<file path="config.mk">
export PLATFORM = sky130hd
export DESIGN_NAME = sub_flat
export DESIGN_NICKNAME = d
export VERILOG_FILES = /design/src/rtl/sub_if.sv /design/src/rtl/sub.sv /design/src/flat_wrapper.sv
export SDC_FILE = /design/constraint.sdc
export NUM_CORES = 1
export LEC_CHECK = 0
export BUFFER_PORTS_ARGS = -buffer_cell sky130_fd_sc_hd__buf_2
export CAP_MARGIN = 25
export CORE_UTILIZATION = 45
export CTS_BUF_LIST = sky130_fd_sc_hd__clkbuf_8
export DETAILED_ROUTE_END_ITERATION = 8
export GPL_TIMING_DRIVEN = 0
export PLACE_DENSITY = 0.72
export SLEW_MARGIN = 20
export SYNTH_ARGS = -nofsm -noshare
export SYNTH_HDL_FRONTEND = slang
export SYNTH_SLANG_ARGS = --single-unit
</file>
<file path="constraint.sdc">
create_clock -name clk -period 1.23 [get_ports clk]
set_clock_uncertainty 0.15 [all_clocks]
set_input_delay 0.0615 -clock clk [delete_from_list [all_inputs] [get_ports clk]]
set_output_delay 0.0615 -clock clk [all_outputs]
set_load 0.02 [all_outputs]
</file>
<file path="src/rtl/sub_if.sv">
// Stream bundle for the fixed-point subtractor: operand side (a/b) and result side (diff).
interface sub_if #(
    parameter int N_BITS_A   = 3,
    parameter int N_BITS_B   = 4,
    parameter int N_BITS_OUT = 6
);
    logic [N_BITS_A-1:0]   a;
    logic [N_BITS_B-1:0]   b;
    logic                  in_valid;
    logic                  in_ready;
    logic [N_BITS_OUT-1:0] diff;
    logic                  overflow;
    logic                  out_valid;
    logic                  out_ready;

    modport master (
        output a, b, in_valid, out_ready,
        input  in_ready, diff, overflow, out_valid
    );

    modport slave (
        input  a, b, in_valid, out_ready,
        output in_ready, diff, overflow, out_valid
    );
endinterface

</file>
<file path="src/rtl/sub.sv">
// Pipelined signed fixed-point subtractor diff = a - b with binary-point alignment,
// truncate/round quantization, wrap/saturate overflow handling and valid/ready flow control.
module sub #(
    parameter int N_BITS_A   = 3,
    parameter int BIN_PT_A   = 1,
    parameter int N_BITS_B   = 4,
    parameter int BIN_PT_B   = 3,
    parameter int N_BITS_OUT = 6,
    parameter int BIN_PT_OUT = 3,
    parameter int LATENCY    = 2,
    parameter int QUANT      = 0,
    parameter int OVERFLOW   = 0
) (
    input logic clk,
    input logic rst,
    sub_if.slave io
);
    localparam int F_AB  = (BIN_PT_A > BIN_PT_B) ? BIN_PT_A : BIN_PT_B;
    localparam int F     = (F_AB > BIN_PT_OUT) ? F_AB : BIN_PT_OUT;
    localparam int INT_A = N_BITS_A - BIN_PT_A;
    localparam int INT_B = N_BITS_B - BIN_PT_B;
    localparam int I     = ((INT_A > INT_B) ? INT_A : INT_B) + 2;
    localparam int W     = I + F;
    localparam int SH_A  = F - BIN_PT_A;
    localparam int SH_B  = F - BIN_PT_B;
    localparam int DROP  = F - BIN_PT_OUT;
    localparam int CW    = ((W > N_BITS_OUT) ? W : N_BITS_OUT) + 1;

    localparam logic [W-1:0] ONE_W = W'(1);
    // Half an output LSB expressed at full precision; zero when nothing is dropped.
    localparam logic [W-1:0] RND = (QUANT == 1) ? ((ONE_W << DROP) >> 1) : '0;
    localparam logic signed [CW-1:0] MAX_V = CW'((64'sd1 <<< (N_BITS_OUT - 1)) - 64'sd1);
    localparam logic signed [CW-1:0] MIN_V = ~MAX_V;

    logic signed [W-1:0]  a_ext;
    logic signed [W-1:0]  b_ext;
    logic signed [W-1:0]  d_full;
    logic signed [W-1:0]  d_rnd;
    logic signed [W-1:0]  d_quant;
    logic signed [CW-1:0] q_ext;
    logic [N_BITS_OUT-1:0] res_diff;
    logic                  res_ovf;

    always_comb begin
        a_ext   = W'($signed(io.a)) <<< SH_A;
        b_ext   = W'($signed(io.b)) <<< SH_B;
        d_full  = a_ext - b_ext;
        d_rnd   = d_full + RND;
        d_quant = d_rnd >>> DROP;
        q_ext   = CW'(d_quant);
        res_ovf = (q_ext > MAX_V) || (q_ext < MIN_V);
        if (res_ovf && (OVERFLOW == 1)) begin
            res_diff = (q_ext > MAX_V) ? MAX_V[N_BITS_OUT-1:0] : MIN_V[N_BITS_OUT-1:0];
        end else begin
            res_diff = q_ext[N_BITS_OUT-1:0];
        end
    end

    logic [N_BITS_OUT-1:0] stg_diff_q [LATENCY];
    logic [N_BITS_OUT-1:0] stg_diff_d [LATENCY];
    logic                  stg_ovf_q  [LATENCY];
    logic                  stg_ovf_d  [LATENCY];
    logic                  stg_vld_q  [LATENCY];
    logic                  stg_vld_d  [LATENCY];
    logic                  stall;

    assign stall        = stg_vld_q[LATENCY-1] & ~io.out_ready;
    assign io.in_ready  = ~rst & ~stall;
    assign io.diff      = stg_diff_q[LATENCY-1];
    assign io.overflow  = stg_ovf_q[LATENCY-1];
    assign io.out_valid = stg_vld_q[LATENCY-1];

    // Whole pipeline advances together or freezes together; bubbles travel as vld=0.
    always_comb begin
        for (int i = 0; i < LATENCY; i++) begin
            stg_diff_d[i] = stg_diff_q[i];
            stg_ovf_d[i]  = stg_ovf_q[i];
            stg_vld_d[i]  = stg_vld_q[i];
        end
        if (!stall) begin
            stg_diff_d[0] = res_diff;
            stg_ovf_d[0]  = res_ovf;
            stg_vld_d[0]  = io.in_valid;
            for (int i = 1; i < LATENCY; i++) begin
                stg_diff_d[i] = stg_diff_q[i-1];
                stg_ovf_d[i]  = stg_ovf_q[i-1];
                stg_vld_d[i]  = stg_vld_q[i-1];
            end
        end
    end

    always_ff @(posedge clk) begin
        if (rst) begin
            for (int i = 0; i < LATENCY; i++) begin
                stg_diff_q[i] <= '0;
                stg_ovf_q[i]  <= 1'b0;
                stg_vld_q[i]  <= 1'b0;
            end
        end else begin
            for (int i = 0; i < LATENCY; i++) begin
                stg_diff_q[i] <= stg_diff_d[i];
                stg_ovf_q[i]  <= stg_ovf_d[i];
                stg_vld_q[i]  <= stg_vld_d[i];
            end
        end
    end
endmodule

</file>
<file path="src/flat_wrapper.sv">
// flat-port wrapper written by rule: the top's interface ports become plain ports
module sub_flat 
#(
    parameter int N_BITS_A   = 3,
    parameter int BIN_PT_A   = 1,
    parameter int N_BITS_B   = 4,
    parameter int BIN_PT_B   = 3,
    parameter int N_BITS_OUT = 6,
    parameter int BIN_PT_OUT = 3,
    parameter int LATENCY    = 2,
    parameter int QUANT      = 0,
    parameter int OVERFLOW   = 0
)
  (clk, rst, io_a, io_b, io_in_valid, io_out_ready, io_in_ready, io_diff, io_overflow, io_out_valid);
  sub_if #(.N_BITS_A(N_BITS_A), .N_BITS_B(N_BITS_B), .N_BITS_OUT(N_BITS_OUT)) io_i ();
  input logic clk;
  input logic rst;
  input wire logic [$bits(io_i.a)-1:0] io_a;
  input wire logic [$bits(io_i.b)-1:0] io_b;
  input wire logic [$bits(io_i.in_valid)-1:0] io_in_valid;
  input wire logic [$bits(io_i.out_ready)-1:0] io_out_ready;
  output wire logic [$bits(io_i.in_ready)-1:0] io_in_ready;
  output wire logic [$bits(io_i.diff)-1:0] io_diff;
  output wire logic [$bits(io_i.overflow)-1:0] io_overflow;
  output wire logic [$bits(io_i.out_valid)-1:0] io_out_valid;
  assign io_i.a = io_a;
  assign io_i.b = io_b;
  assign io_i.in_valid = io_in_valid;
  assign io_i.out_ready = io_out_ready;
  assign io_in_ready = io_i.in_ready;
  assign io_diff = io_i.diff;
  assign io_overflow = io_i.overflow;
  assign io_out_valid = io_i.out_valid;
  sub #(.N_BITS_A(N_BITS_A), .BIN_PT_A(BIN_PT_A), .N_BITS_B(N_BITS_B), .BIN_PT_B(BIN_PT_B), .N_BITS_OUT(N_BITS_OUT), .BIN_PT_OUT(BIN_PT_OUT), .LATENCY(LATENCY), .QUANT(QUANT), .OVERFLOW(OVERFLOW)) u_core (.clk(clk), .rst(rst), .io(io_i));
endmodule
</file>
==> out/metrics.csv, run 1 <==
metric,value,unit
crit path max fanout,3,
Hold WC Path Type,primary input to flop,
# fillers,125,
Core ar.,0.00156,mm2
failing checks,"design-rule violations, negative hold slack, negative setup slack",
"area leader, netlist",dfxtp_1,
worst path required time,1.02,ns
CP arrival,1.10,ns
gr usage total,0.194,
Root Driver,clkbuf_8,
"Clk pin slew, worst setup/hold paths",0.07,ns
cts bufs inserted,3,
post-synthesis sequential area ratio,0.408,
DIE WIDTH,43.8,um
CP Capture Type,output port,
crit path launch type,flop,
# setup viols final,2,
global route overflow,0,
Setup WS pre-CTS,-0.159,ns
xor/xnor cell area share of the yosys netlist,0.0112,
CTS HTree Levels,1,
Post-DRT Antenna Nets,0,
Post-Syn Area per Cell,8.44,um2
"top cells by area, synth","dfxtp_1 41%, nand2_1 11%, buf_4 7.7%",
synthesized net count,108,
Yosys top cell area share,0.408,
"commonest cells after routing, fill and taps aside","21 x nand2_1, 18 x buf_2, 15 x dfxtp_1, 11 x a21oi_1, 9 x buf_4",
Final nets,135,
CTS Buffer Depth,2,
mux contribution to synthesized area,0,
share of cells above drive strength 1,0.378,
DRC,1,
largest net degree at the start of global routing,11,
"commonest non-fill, non-tap cell in the layout",nand2_1,
Synth Area in Compound Gates,0.142,
fin area,0.00102,mm2
Die ar.,0.00191,mm2
Layout area overhead,30.3,%
clk_lat worst skew,0.26,ns
pwr/cell area,1250,mW/mm2
PnR worst setup slack,-0.0824,ns
Via-to-Cell Ratio,5.23,
Hold Path Depth,2,
Max Freq,762,MHz
hold slack,-0.0442,ns
Post-Syn Instances,93,
RSZ-0062 raised after global routing,true,
first-pass GRT wire length,2660,um
vias in the first global route,655,
r2r startpoint,u_core.stg_vld_q[0][1],
Netlist cell types,26,
port bufs,18,
largest family of logic cells by synthesized area,simple AND/OR/NAND/NOR gates,
antenna diode count,0,
CTS tree,done,
Detail Placement HPWL,1050,um
cts hold-fix bufs,2,
simple-gate share of the synthesized area,0.254,
final hold vios,6,
max-slew violations,0,
max cap viols,0,
outcome,"complete, but fails checks",
critical path type,flop to output port,
final wirelength,1600,um
RR Endpoint,u_core.stg_diff_q[0][4],
routed vias,706,
FF-to-FF path depth,4,
gpl congestion,0.748,
Worst Tran Pin Value,0.507,ns
Synth warnings,0,
Final Critical Period,1.31,ns
1st-pass router iterations,5,
post-layout util,0.656,
# rows,14,
Netlist Area Pre-Place,785,um2
die height,43.8,um
placed cell area,910,um2
Hold Startpoint,rst,
Worst VDD drop,0.708,mV
wire per inst,11.8,um
P_leak,0.469,nW
Hold EP,u_core.stg_diff_q[0][5],
initial antenna violation count,0,
DRT iter0 DRCs,14,
starting density of the core,0.503,
Final Cycle Share,1.07,
"flops & latches, synth",16,
FF-to-FF setup slack,-0.02,ns
max_slew headroom,0.662,
Clock Sink Count,16,
synthesized-area fraction occupied by adder cells,0.0638,
IO Pins,20,
-- cell usage after synthesis --
master / n
a2111o_1: 1
a211oi_2: 1
a21oi_1: 11
a21oi_2: 1
a311oi_2: 1
and2b_1: 1
buf_2: 1
buf_4: 8
buf_6: 1
clkbuf_1: 1
dfxtp_1: 16
ha_1: 4
inv_1: 4
nand2_1: 22
nand2b_1: 2
nand3_1: 2
nand3b_1: 1
nand4_1: 2
nand4bb_1: 1
nor2_1: 6
nor2b_1: 1
nor3b_1: 1
nor3b_2: 1
o2111ai_1: 1
or2_2: 1
xnor2_1: 1
-- metrics by stage --
step | total power [mW] | TNS [ns] | instances | hold WS (ns)
after global placement | 0.787 | -0.145 | 127 | 0.163
after CTS | 1.28 | -0.0971 | 135 | -0.0422
after floorplan | 0.738 | 0 | 93 | 0.0520
after global routing | 1.33 | -0.452 | 135 | -0.0217
final | 1.28 | -0.0975 | 135 | -0.0442
after detailed placement | 0.795 | -0.220 | 127 | 0.165
-- registers in the layout, indices dropped and copies added, names as in the netlist --
name / count
u_core.stg_diff_q: 12
u_core.stg_ovf_q: 2
u_core.stg_vld_q: 2
-- worst max-delay path, stage by stage, from the launching register on --
cell and delay [ns]:
dfxtp_2 0.33, and2b_2 0.20, buf_6 0.12, nor2_4 0.07
buf_6 0.12
-- report_power, final --
group / switching (mW) / internal (mW)
combinational: 0.114 / 0.113
sequential: 0.0193 / 0.555
clock: 0.193 / 0.285
-- cell families (layout without fill, tap and decap cells) --
kind of cell	after synthesis	after routing
DFF	16	16
xor gates and xnor gates	1	1
adders and majority gates	4	4
and+or+nand+nor	41	41
buffers and inverters	15	41
AOI/OAI and AO/OA	16	16
-- what timing repair did --
item                       in CTS  in global routing
buffers inserted                2                  0
hold endpoints to repair        8                  5
setup endpoints to repair       1                 10
gates resized for setup         6                  2
-- per-layer routing --
layer / track usage / vias up / wire (um)
met4: 0.113 / 0 / 29
li1: - / 357 / -
met2: 0.328 / 13 / 777
met5: 0 / - / 0
met3: 0.0375 / 4 / 51
met1: 0.226 / 332 / 738
-- final cells by class --
type | instances | area (um2) | share of cell area
Multi-Input combinational cell | 62 | 395 | 0.387
Buffer | 11 | 83.8 | 0.0820
Tap cell | 16 | 20.0 | 0.0196
Sequential cell | 16 | 322 | 0.315
Timing Repair Buffer | 22 | 131 | 0.129
Inverter | 4 | 15.0 | 0.0147
Clock buffer | 4 | 55.1 | 0.0539
-- worst max-delay path by stage --
stage | from | end | slack, ns | depth (start not counted)
3_3_place_gp | io_b[3] | u_core.stg_diff_q[0][3] | -0.13 | 6
3_5_place_dp | io_b[3] | u_core.stg_diff_q[0][3] | -0.16 | 6
4_1_cts | u_core.stg_vld_q[0][1] | io_in_ready | -0.09 | 4
2_1_floorplan | u_core.stg_vld_q[0][1] | u_core.stg_diff_q[0][0] | 0.03 | 4
5_1_grt | u_core.stg_vld_q[0][1] | io_in_ready | -0.11 | 4
6_report | u_core.stg_vld_q[0][1] | io_in_ready | -0.08 | 4
No activity file was read; power rests on OpenSTA's default activity.
==> inputs of run 2 (changes only) <==
Settings changed: CORE_UTILIZATION 45 to 46, PLACE_DENSITY 0.72 to 0.71.
Clock period 1.23 ns to 1.4 ns, I/O delays scaled along.
==> run 2 against run 1 <==
  * The flow now finishes without violations
  * Via count fell by 4.4%
  * Wire length fell by 10%
  * Critical path depth did not move
  * Cell count did not move
  * Global-route usage fell by 1.4 points
  * Sequential power fell by 12%
  * Core utilization fell by 1.1 points
  * Worst hold slack improved by 0.073 ns
  * Register-to-register slack improved by 0.21 ns
  * Combinational power fell by 16%
  * Sequential share of layout area rose by 0.79 points
  * Largest power group unchanged
  * Clock power fell by 29%
==> out/metrics.csv, run 2 (synthesized netlist as in run 1, its figures left out) <==
metric,value,unit,change
outcome,finished clean,,"was complete, but fails checks"
# fillers,143,,was 125
Non-Filler Instances,135,,unchanged
Worst Tran Pin Value,0.445,ns,was 0.507 ns
Core ar.,0.00154,mm2,was 0.00156 mm2
first-pass GRT wire length,2530,um,was 2660 um
FF-to-FF setup slack,0.19,ns,was -0.02 ns
final hold vios,0,,was 6
Max Freq,752,MHz,
gpl congestion,0.756,,was 0.748
CP arrival,1.11,ns,was 1.10 ns
Die ar.,0.00187,mm2,was 0.00191 mm2
RSZ-0062 raised after global routing,false,,was true
post-layout util,0.644,,was 0.656
CTS tree,done,,unchanged
Via-to-Cell Ratio,5.00,,was 5.23
Detail Placement HPWL,1000,um,was 1050 um
placed cell area,895,um2,was 910 um2
Hold Path Depth,3,,was 2
die height,43.3,um,was 43.8 um
fin area,993,um2,was 0.00102 mm2
1st-pass router iterations,4,,was 5
Layout area overhead,26.6,%,was 30.3%
Hold EP,u_core.stg_diff_q[0][4],,was u_core.stg_diff_q[0][5]
CTS Buffer Depth,2,,unchanged
Clock Sink Count,16,,unchanged
initial antenna violation count,0,,unchanged
IO Pins,20,,unchanged
# setup viols final,0,,was 2
clk_lat worst skew,0.25,ns,was 0.26 ns
max_slew headroom,0.703,,was 0.662
Root Driver,clkbuf_8,,unchanged
global route overflow,0,,unchanged
share of cells above drive strength 1,0.328,,was 0.378
CP Capture Type,output port,,unchanged
routed vias,675,,was 706
crit path max fanout,10,,was 3
RR Endpoint,u_core.stg_diff_q[0][4],,unchanged
DRC,0,,was 1
port bufs,18,,unchanged
Worst VDD drop,0.614,mV,was 0.708 mV
largest registers,"u_core.stg_diff_q: 12 flops, u_core.stg_ovf_q: 2 flops, u_core.stg_vld_q: 2 flops",,unchanged
"commonest cells after routing, fill and taps aside","22 x nand2_1, 18 x buf_2, 16 x dfxtp_1, 11 x a21oi_1, 9 x buf_4",,"was 21 x nand2_1, 18 x buf_2, 15 x dfxtp_1, 11 x a21oi_1, 9 x buf_4"
Hold Startpoint,rst,,unchanged
"Clk pin slew, worst setup/hold paths",0.06,ns,was 0.07 ns
max reg flops,12,,unchanged
# rows,14,,unchanged
DRT iter0 DRCs,10,,was 14
gr usage total,0.179,,was 0.194
"commonest non-fill, non-tap cell in the layout",nand2_1,,unchanged
met3 WL,57,um,was 51 um
crit path launch,u_core.stg_vld_q[0][1],,unchanged
r2r startpoint,u_core.stg_vld_q[0][1],,unchanged
Final Cycle Share,0.950,,
Final nets,136,,was 135
max layer used,met4,,unchanged
DIE WIDTH,43.3,um,was 43.8 um
most flop-heavy register,u_core.stg_diff_q,,unchanged
cts bufs inserted,3,,unchanged
critical path type,flop to output port,,unchanged
final wirelength,1440,um,was 1600 um
Hold WC Path Type,primary input to flop,,unchanged
Setup WS pre-CTS,-0.0360,ns,was -0.159 ns
starting density of the core,0.509,,was 0.503
wire per inst,10.6,um,was 11.8 um
routed wl met2,728,um,was 777 um
antenna diode count,0,,unchanged
max-slew violations,0,,unchanged
max cap viols,0,,unchanged
DP Cell Count,127,,unchanged
pwr/cell area,1040,mW/mm2,was 1250 mW/mm2
crit path launch type,flop,,unchanged
CTS HTree Levels,1,,unchanged
met1 wire length,636,um,was 738 um
largest net degree at the start of global routing,11,,unchanged
Post-DRT Antenna Nets,0,,unchanged
vias in the first global route,619,,was 655
PnR worst setup slack,0.0703,ns,was -0.0824 ns
Final Critical Period,1.33,ns,
P_leak,0.460,nW,was 0.469 nW
worst path required time,1.18,ns,was 1.02 ns
FF-to-FF path depth,4,,unchanged
hold slack,0.0291,ns,was -0.0442 ns
==> run 2: final cells by class <==
type                    count  area [um2]  area share
clock buffers               3        41.3      0.0416
repair buffers             23         140       0.141
inverters                   4        15.0      0.0151
well taps                  16        20.0      0.0202
multi-input cells          62         373       0.375
flip-flops and latches     16         320       0.322
plain buffers              11        83.8      0.0844
==> run 2: how the worst max path moves through the flow <==
stage / to / cells after the start
after floorplan: io_in_ready / 3
after global placement: u_core.stg_diff_q[0][3] / 6
after detailed placement: u_core.stg_diff_q[0][3] / 6
after CTS: io_in_ready / 4
after global routing: io_in_ready / 4
final: io_in_ready / 4
==> run 2: per-layer routing <==
metal,vias up,GRT usage
li1,354,-
met2,11,0.307
met4,0,0.0545
met3,2,0.0638
met1,308,0.206
met5,-,0
==> run 2: worst max-delay path: stages, from the launching register on <==
cell	delay [ns]
dfxtp_1	0.31
and2b_2	0.20
buf_6	0.14
nor2_2	0.07
buf_4	0.14
==> run 2: power breakdown <==
group	leakage (nW)	internal [mW]	switching, mW
Clock	0.0216	0.191	0.147
Combinational	0.307	0.0952	0.0947
Sequential	0.132	0.488	0.0161
Total	0.460	0.774	0.258
==> run 2: stage by stage <==
step / setup TNS [ns] / power [mW]
final: 0 / 1.03
after detailed placement: -0.0360 / 0.690
after global routing: 0 / 1.08
after CTS: 0 / 1.04
after floorplan: 0 / 0.643
after global placement: -0.0261 / 0.686
==> run 2: what timing repair did <==
action	in CTS	in global routing
setup endpoints to repair	1	1
setup buffers	1	0
hold endpoints to repair	8	0
gates resized for setup	2	2
hold buffers	4	0
==> inputs of run 3 (changes only) <==
Settings changed: ABC_AREA from default to 1.
==> run 3 against run 2 <==
  * The run now ends with design-rule violations left
  * Die area is 0.76% higher
  * Sequential share of layout area is 0.52 points lower
  * Sequential power is 0.8% higher
  * Via count is 11% higher
  * Combinational power is 13% higher
  * Clock power is 21% higher
  * Worst setup slack better by 0.014 ns
  * Critical path type unchanged
  * Largest cell class unchanged
  * Largest power group unchanged
  * Highest routed layer unchanged
==> out/metrics.csv, run 3 <==
metric,value,unit,change
outcome,"complete, but fails checks",,was finished clean
failing checks,design-rule violations,,
Pint,0.839,mW,was 0.774 mW
CP Capture Type,output port,,unchanged
"EDFF count, synth",0,,unchanged
ys flop type,dfxtp_1,,unchanged
Clock Sink Count,16,,unchanged
Final Cycle Share,0.940,,was 0.950
crit path launch,u_core.stg_vld_q[0][1],,unchanged
P_leak,0.552,nW,was 0.460 nW
"commonest cells after routing, fill and taps aside","23 x nor2_1, 19 x buf_2, 16 x dfxtp_1, 15 x nand2_1, 14 x inv_1",,"was 22 x nand2_1, 18 x buf_2, 16 x dfxtp_1, 11 x a21oi_1, 9 x buf_4"
# setup viols final,0,,unchanged
Detail Placement HPWL,1050,um,was 1000 um
max reg flops,12,,unchanged
Final Critical Period,1.32,ns,was 1.33 ns
gr usage total,0.174,,was 0.179
Core ar.,0.00156,mm2,was 0.00154 mm2
wire per inst,9.98,um,was 10.6 um
final hold vios,0,,unchanged
CTS HTree Levels,1,,unchanged
Non-Filler Instances,153,,was 135
"top cells by area, synth","dfxtp_1 41%, nor2_1 11%, o21ai_0 7.6%",,"was dfxtp_1 41%, nand2_1 11%, buf_4 7.7%"
Hold WC Path Type,primary input to flop,,unchanged
max-slew violations,0,,unchanged
Synth warnings,0,,unchanged
Worst Tran Pin Value,0.236,ns,was 0.445 ns
DRT iter0 DRCs,22,,was 10
placed cell area,906,um2,was 895 um2
Sw Ratio,0.259,,was 0.250
cts bufs inserted,3,,unchanged
critical path type,flop to output port,,unchanged
Net Switching,0.293,mW,was 0.258 mW
1st-pass router iterations,6,,was 4
"Clk pin slew, worst setup/hold paths",0.06,ns,about the same
largest net degree at the start of global routing,11,,unchanged
global route overflow,0,,unchanged
CP arrival,1.10,ns,was 1.11 ns
fin area,0.00101,mm2,was 993 um2
crit path launch type,flop,,unchanged
Post-Syn Area per Cell,7.25,um2,was 8.44 um2
final wirelength,1530,um,was 1440 um
max_slew headroom,0.841,,was 0.703
Netlist Area Pre-Place,791,um2,was 785 um2
Clk pwr share,0.361,,was 0.327
DRC,4,,was 0
Yosys top cell area share,0.405,,was 0.408
"commonest non-fill, non-tap cell in the layout",nor2_1,,was nand2_1
Via-to-Cell Ratio,4.88,,was 5.00
die height,43.5,um,was 43.3 um
port bufs,19,,was 18
Post-DRT Antenna Nets,0,,unchanged
synthesized net count,124,,was 108
Worst VDD drop,0.540,mV,was 0.614 mV
worst path required time,1.18,ns,about the same
Layout area overhead,27.7,%,was 26.6%
largest registers,"u_core.stg_diff_q: 12 flops, u_core.stg_ovf_q: 2 flops, u_core.stg_vld_q: 2 flops",,unchanged
Setup WS pre-CTS,0.0819,ns,was -0.0360 ns
r2r startpoint,u_core.stg_vld_q[0][1],,unchanged
PnR worst setup slack,0.0841,ns,was 0.0703 ns
DP Cell Count,144,,was 127
antenna diode count,0,,unchanged
IO Pins,20,,unchanged
max cap viols,0,,unchanged
vias in the first global route,590,,was 619
ys async rst share,0,,unchanged
Hold Startpoint,io_b[0],,was rst
post-layout util,0.648,,was 0.644
share of cells above drive strength 1,0.277,,was 0.328
DIE WIDTH,43.5,um,was 43.3 um
CTS Buffer Depth,2,,unchanged
clk_lat worst skew,0.25,ns,about the same
Logic pwr share,0.190,,was 0.184
post-synthesis sequential area ratio,0.405,,was 0.408
most flop-heavy register,u_core.stg_diff_q,,unchanged
CTS tree,done,,unchanged
TNS Setup,0,ns,unchanged
Root Driver,clkbuf_8,,unchanged
initial antenna violation count,0,,unchanged
"area leader, netlist",dfxtp_1,,unchanged
pwr/cell area,1120,mW/mm2,was 1040 mW/mm2
most frequent cell after synthesis,nor2_1,,was nand2_1
Final nets,153,,was 136
crit path max fanout,4,,was 10
starting density of the core,0.507,,was 0.509
Netlist cell types,16,,was 26
first-pass GRT wire length,2420,um,was 2530 um
gpl congestion,0.706,,was 0.756
Post-Syn Instances,109,,was 93
RSZ-0062 raised after global routing,false,,unchanged
Die ar.,0.00189,mm2,was 0.00187 mm2
"top cells by count, synth","23 x nor2_1, 16 x dfxtp_1, 15 x nand2_1",,"was 22 x nand2_1, 16 x dfxtp_1, 11 x a21oi_1"
"flops & latches, synth",16,,unchanged
# rows,14,,unchanged
Flop pwr share,0.449,,was 0.488
Max Freq,760,MHz,was 752 MHz
routed vias,746,,was 675
## run 3: kinds of logic (layout without fill, tap and decap cells)
group                    Yosys count  after routing  synth area share
AO/OA/AOI/OAI                     22             22             0.149
adder cells (fa/ha/maj)            4              4            0.0633
buffers and inverters             24             52             0.158
AND/OR/NAND/NOR                   42             42             0.214
XOR/XNOR                           1              1            0.0111
flip-flops                        16             16             0.405
## run 3: critical path, stage by stage (launching register included)
cell and delay (ns):
dfxtp_1 0.32, inv_1 0.06, nor2_4 0.15, buf_6 0.12
nor2_1 0.03, buf_2 0.15
## run 3: cell type report
class / instances / area, um2
Fill cell: 143 / 549
Multi-Input combinational cell: 69 / 345
Sequential cell: 16 / 320
Timing Repair Buffer: 24 / 140
Buffer: 9 / 72.6
Inverter: 15 / 56.3
Clock buffer: 4 / 55.1
Tap cell: 16 / 20.0
## run 3: final timing paths
kind,slack (ns),depth (start not counted),to
min reg2reg,0.30,2,u_core.stg_ovf_q[0][0]
max,0.08,5,io_in_ready
max reg2reg,0.20,6,u_core.stg_diff_q[0][8]
min,0.06,6,u_core.stg_diff_q[0][3]
## run 3: what timing repair did
action / 4_1_cts / 5_1_grt
hold buffers: 3 / 0
buffers inserted: 0 / 2
resized for setup: 0 / 1
setup endpoints to repair: 0 / 1
endpoints found under the hold margin: 5 / 0
## run 3: layer usage
metal	vias up	share of wire	GRT usage
met5	-	0	0
met4	0	0.025	0.113
met3	5	0.039	0.0375
met2	21	0.50	0.273
met1	328	0.44	0.216
li1	392	-	-
## run 3: stage by stage
stage          hold WS [ns]  power, mW
2_1_floorplan       -0.0109      0.664
3_3_place_gp          0.159      0.714
3_5_place_dp          0.165      0.721
4_1_cts              0.0322       1.13
5_1_grt              0.0817       1.19
6_report             0.0602       1.13
## run 3: power groups by stage
stage          clock, mW  combinational (mW)  sequential, mW
2_1_floorplan          0               0.147           0.517
3_3_place_gp           0               0.198           0.516
3_5_place_dp           0               0.204           0.518
4_1_cts            0.412               0.211           0.508
5_1_grt            0.436               0.240           0.511
6_report           0.409               0.215           0.508
